### src/rtl/fetch_unit.sv
// rtl/fetch_unit.sv - instruction fetch front end: sequential PCs, in-order requests, instruction queue
module fetch_unit #(
  parameter int unsigned QDEPTH   = 2,
  parameter logic [15:0] RESET_PC = 16'h0000
) (
  input  logic        clk,
  input  logic        reset_n,
  output logic        mem_req,
  output logic [15:0] mem_addr,
  input  logic        mem_gnt,
  input  logic        mem_rvalid,
  input  logic [15:0] mem_rdata,
  output logic        inst_valid,
  output logic [15:0] inst,
  output logic [15:0] inst_pc,
  output logic [3:0]  opcode,
  output logic [5:0]  funct,
  input  logic        inst_ready,
  input  logic        redirect,
  input  logic [15:0] redirect_pc,
  input  logic        halt,
  output logic        halted
);

  localparam int unsigned PW = $clog2(QDEPTH);
  localparam int unsigned CW = $clog2(QDEPTH + 1);
  localparam logic [CW:0] QDEPTH_C = (CW + 1)'(QDEPTH);

  typedef enum logic {
    S_FETCH = 1'b0,
    S_HALT  = 1'b1
  } state_e;

  state_e         state_q, state_d;
  logic [15:0]    fetch_pc_q, fetch_pc_d;
  logic [CW-1:0]  occ_q, occ_d;
  logic [CW-1:0]  inflight_q, inflight_d;
  logic [CW-1:0]  drop_q, drop_d;
  logic [PW-1:0]  head_q, head_d;
  logic [PW-1:0]  tail_q, tail_d;
  logic [PW-1:0]  iwr_q, iwr_d;
  logic [PW-1:0]  ird_q, ird_d;

  // Instruction queue entries and the PCs of granted-but-unreturned fetches.
  logic [15:0]    q_pc_q   [QDEPTH];
  logic [15:0]    q_word_q [QDEPTH];
  logic [15:0]    ipc_q    [QDEPTH];

  logic           grant;
  logic           rv;
  logic           rv_drop;
  logic           push;
  logic           pop;
  logic           room;
  logic [CW:0]    reserved;

  function automatic logic [PW-1:0] ptr_inc(input logic [PW-1:0] p);
    if (p == PW'(QDEPTH - 1)) begin
      return '0;
    end
    return p + PW'(1);
  endfunction

  assign inst_valid = reset_n & (occ_q != '0);
  assign inst       = inst_valid ? q_word_q[head_q] : 16'h0000;
  assign inst_pc    = inst_valid ? q_pc_q[head_q]   : 16'h0000;
  assign opcode     = inst[15:12];
  assign funct      = inst[5:0];

  // A head leaving this cycle frees its slot, so steady streaming needs no bubble.
  assign pop      = inst_valid & inst_ready & ~redirect;
  assign reserved = {1'b0, occ_q} + {1'b0, inflight_q} - {{CW{1'b0}}, pop};
  assign room     = reserved < QDEPTH_C;

  // Returns with nothing outstanding (leftovers from before a reset) are ignored.
  assign rv       = mem_rvalid & (inflight_q != '0);
  assign rv_drop  = rv & (drop_q != '0);
  assign push     = rv & ~rv_drop & ~redirect;
  assign grant    = mem_req & mem_gnt;
  assign mem_addr = mem_req ? fetch_pc_q : 16'h0000;

  // FSM next state and the request/halted outputs.
  always_comb begin
    state_d = state_q;
    mem_req = 1'b0;
    halted  = 1'b0;
    case (state_q)
      S_FETCH: begin
        mem_req = reset_n & ~redirect & room;
        if (halt) begin
          state_d = S_HALT;
        end
      end
      S_HALT: begin
        halted = reset_n;
      end
    endcase
  end

  // Datapath next state: PC advance, pointer/counter updates, redirect flush.
  always_comb begin
    fetch_pc_d = fetch_pc_q;
    head_d     = head_q;
    tail_d     = tail_q;
    iwr_d      = iwr_q;
    ird_d      = ird_q;
    drop_d     = drop_q;
    inflight_d = inflight_q + CW'(grant) - CW'(rv);
    occ_d      = occ_q + CW'(push) - CW'(pop);

    if (grant) begin
      fetch_pc_d = fetch_pc_q + 16'd1;
      iwr_d      = ptr_inc(iwr_q);
    end
    if (rv) begin
      ird_d = ptr_inc(ird_q);
    end
    if (rv_drop) begin
      drop_d = drop_q - CW'(1);
    end
    if (push) begin
      tail_d = ptr_inc(tail_q);
    end
    if (pop) begin
      head_d = ptr_inc(head_q);
    end

    // Everything still outstanding after this cycle belongs to the old path.
    if (redirect) begin
      fetch_pc_d = redirect_pc;
      occ_d      = '0;
      head_d     = '0;
      tail_d     = '0;
      drop_d     = inflight_q - CW'(rv);
    end
  end

  // Control state registers with synchronous active-low reset.
  always_ff @(posedge clk) begin
    if (!reset_n) begin
      state_q    <= S_FETCH;
      fetch_pc_q <= RESET_PC;
      occ_q      <= '0;
      inflight_q <= '0;
      drop_q     <= '0;
      head_q     <= '0;
      tail_q     <= '0;
      iwr_q      <= '0;
      ird_q      <= '0;
    end else begin
      state_q    <= state_d;
      fetch_pc_q <= fetch_pc_d;
      occ_q      <= occ_d;
      inflight_q <= inflight_d;
      drop_q     <= drop_d;
      head_q     <= head_d;
      tail_q     <= tail_d;
      iwr_q      <= iwr_d;
      ird_q      <= ird_d;
    end
  end

  // Storage: record the PC at grant, then pair it with the returned word at push.
  always_ff @(posedge clk) begin
    if (grant) begin
      ipc_q[iwr_q] <= fetch_pc_q;
    end
    if (push) begin
      q_pc_q[tail_q]   <= ipc_q[ird_q];
      q_word_q[tail_q] <= mem_rdata;
    end
  end

endmodule

### config.mk
export PLATFORM = sky130hd
export DESIGN_NAME = fetch_unit
export DESIGN_NICKNAME = d
export VERILOG_FILES = /design/src/rtl/fetch_unit.sv
export SDC_FILE = /design/constraint.sdc
export NUM_CORES = 1
export LEC_CHECK = 0
export ABC_AREA = 1
export CAP_MARGIN = 30
export CORE_MARGIN = 5
export CORE_UTILIZATION = 55
export CTS_BUF_LIST = sky130_fd_sc_hd__clkbuf_8
export DETAILED_ROUTE_END_ITERATION = 10
export GPL_ROUTABILITY_DRIVEN = 1
export PLACE_DENSITY = 0.83
export SYNTH_ARGS = -nofsm -noshare
export SYNTH_HDL_FRONTEND = slang
export SYNTH_SLANG_ARGS = --single-unit
### constraint.sdc
create_clock -name clk -period 4.12 [get_ports clk]
set_input_delay 0.618 -clock clk [delete_from_list [all_inputs] [get_ports clk]]
set_output_delay 0.618 -clock clk [all_outputs]
set_load 0.01 [all_outputs]
==> metrics.yaml, run 1 <==
status: "finished clean"
post_synth.cell_area_avg_sq_um: 10.8
antenna_found_initial: 0
dp_worst_setup_slack_ns: -0.147
synth.yosys.seq_area_share: 0.612
detail_route.drc_violations: 0
worstPathCellList: "clkdlybuf4s50_1 -> inv_1 -> nor2_2 -> nand2_1 -> nor2_2 -> ha_1 -> inv_1 -> nand2_1 -> fa_1 -> nand2_1 -> nor2_4 -> nand2_4 -> nor2_1 -> clkdlybuf4s50_1"
largest_net_degree_at_the_start_of_global_routing: 34
chipHeight_um: 111
critical_path.endpoint_type: "primary output"
final.min_clock_period_ns: 3.99
layout_commonest_cell: "nand2_1"
fp.coreArea_sq_um: 10200
n_antenna_cell: 0
postCtsSetupRepairBufs: 0
timing.final.crit_share: 0.967
cts_buffer_count: 17
ys_seq_elements: 125
die_width_um: 111
critical_path.slowest_cell: "clkdlybuf4s50_1"
cts_tree: "built"
timing.fmax_ghz: 0.251
worst_skew_pair.late_latency_ns: 0.42
regToRegEndpoint: "inflight_q[1]$_SDFF_PN0_"
detailroute.via_count: 3913
worstHoldEndpoint: "ird_q$_SDFFE_PN0P_"
final_layout_size_suffix_gt1_frac: 0.150
worst_path_largest_cell_delay_ns: 0.54
yosys-mux-area-fraction: 0.0956
cts.reportedPaths.clkPinSlew_ns: 0.07
clock_tree.htree_level_count: 4
synth-warning-count: 0
critPathMostFrequentCell: "nand2_1"
final.setup_skew_ns: 0.00935
finalWeightedCongestion: 0.861
detail_route.first_pass.iterations: 4
gr-usage-all-layers: 0.188
total_leakage_power_nw: 3.04
flow.area_growth_from_synthesis_pct: 26.8
drtIter0Drc: 241
layout_common_cells: "nand2_1 (102), edfxtp_1 (96), clkdlybuf4s50_1 (89), inv_1 (81), nor2_1 (43)"
timing.max_cap.violations: 0
ioPinCount: 100
final_net_count: 677
synth-xor-area-share: 0.00929
worst_hold_path_type: "flop to flop"
timing.final.ws_setup_ns: 0.135
worst_hold_path_cells: 1
critical_path.max_fanout: 17
mappedNetlistArea_sq_um: 5660
ff2ff_setup_slack_ns: 1.05
portBuffers: 99
p_per_area_nw_per_um2: 408
final-setup-viol-count: 0
crit_path_start_kind: "primary input"
route.antenna.remaining_nets: 0
finalHoldViolations: 0
via_count_of_the_first_global_routing_pass: 3997
origin_of_the_worst_min_delay_path: "ird_q$_SDFFE_PN0P_"
dpl.hpwl_um: 7680
clk_path_buf_depth: 2
grt_overflow: 0
initial_core_util: 0.555
postRouteWirelength_um: 11300
holdWs_ns: 0.456
synth-adder-area-share: 0.0234
via_per_inst: 5.04
cp_data_required_time_ns: 3.50
postSynthCellCount: 524
worst_slew_pin_slew_ns: 0.713
ctsRootBufferMaster: "clkbuf_8"
ir_drop_mv: 0.241
timing.final.max_slew_violations: 0
reg2reg_depth: 19
critical_path_arrival_ns: 3.37
wl_per_cell_um: 14.6
synthesized_area_fraction_occupied_by_ao_oa_aoi_and_oai_cells: 0.0392
post_synth_and_or_nand_nor_area_fraction: 0.138
fp.dieArea_sq_um: 12400
synth_cell_type_count: 33
timing.setup.critical_path_class: "primary input to primary output"
main_combinational_cell_family_by_area_after_synthesis: "simple AND/OR/NAND/NOR gates"
r2r_start: "occ_q[1]$_SDFF_PP0_"
timing.max_slew.rel_slack: 0.524
grt_first_pass_wirelength_um: 18800
rows: 37
synthesis.nets: 573
clock_sinks: 125
## per-stage QoR
step,total power [W],setup TNS [ns],utilization,instance area (sq um),instances
final,0.00292,0,0.704,7170,777
after global routing,0.00307,-0.0380,0.704,7170,777
after CTS,0.00294,0,0.701,7140,777
after detailed placement,0.00195,-1.51,0.663,6760,745
after global placement,0.00192,0,0.663,6760,745
after floorplan,0.00180,0,-,5660,524
## where the power goes
group	leakage (nW)	internal [W]	switching [W]
Combinational	1.74	0.000199	0.000217
Clock	0.188	0.000541	0.000455
Sequential	1.11	0.00145	0.0000597
Total	3.04	0.00219	0.000732
## routing by layer
metal / global-route usage / share of wire
met2: 0.310 / 0.48
met5: 0 / 0
met3: 0.0500 / 0.068
met1: 0.238 / 0.43
met4: 0.0722 / 0.019
## worst max-delay path, delay by kind of cell
| kind | cells | cell delay (ns) |
|---|---|---|
| buffers and inverters | 4 | 1.12 |
| AND/OR/NAND/NOR | 8 | 0.90 |
| adder cells (fa/ha/maj) | 2 | 0.73 |
## synth_stat cells (all sizes together)
library cell    n  share of area
nand3          23          0.023
nor3b           1         0.0013
mux2           48          0.096
nand2         105          0.071
fa              1         0.0035
o21ai          20          0.018
xor2            4         0.0062
dfxtp          29           0.10
nor3            2         0.0018
inv            82          0.055
a31oi           2         0.0022
a22oi           1         0.0013
clkbuf          9         0.0060
buf            17          0.022
or2             2         0.0022
a21oi          18          0.017
xnor2           2         0.0031
nand4           2         0.0022
edfxtp         96           0.51
ha              9          0.020
nor2           50          0.036
o21a            1         0.0013
## cell families after synthesis
group,count (synthesis)
buffers and inverters,108
xor gates and xnor gates,6
adders and majority gates,10
AOI/OAI and AO/OA,42
muxes,48
and+or+nand+nor,185
DFF,125
## area by class of cell
cell class | instances | area (sq um)
clock buffer | 18 | 248
clock inverter | 14 | 129
fill | 728 | 3010
inverter | 82 | 310
multi-input combinational | 291 | 1740
sequential | 125 | 3460
tap | 136 | 170
timing repair buffer | 111 | 1110
## sequential cells by signal (all words and copies together), names as in the netlist, named ones only
register / flops
ipc_q: 32
inflight_q: 2
head_q: 1
ird_q: 1
state_q: 1
iwr_q: 1
tail_q: 1
occ_q: 2
fetch_pc_q: 16
q_pc_q: 32
drop_q: 2
q_word_q: 32
## how the worst max path moves through the flow
stage | to | from | depth (start not counted)
6_report | mem_addr[14] | reset_n | 14
5_1_grt | mem_addr[14] | reset_n | 14
4_1_cts | mem_addr[10] | reset_n | 15
3_5_place_dp | mem_addr[10] | reset_n | 14
3_3_place_gp | mem_addr[2] | reset_n | 14
2_1_floorplan | ipc_q[0][0]$_DFFE_PP_ | reset_n | 13
## timing repair
action,CTS,global route
endpoints found under the setup margin,17,17
gates resized for setup,2,12
hold buffers,0,0
gates cloned,0,0
Power figures use the tool's default switching activity.
==> inputs of run 2 (changes only) <==
CAP_MARGIN = 20   (was 30)
==> results of run 2 <==
Same layout as run 1: the final DEF is identical, and so are final timing and power.
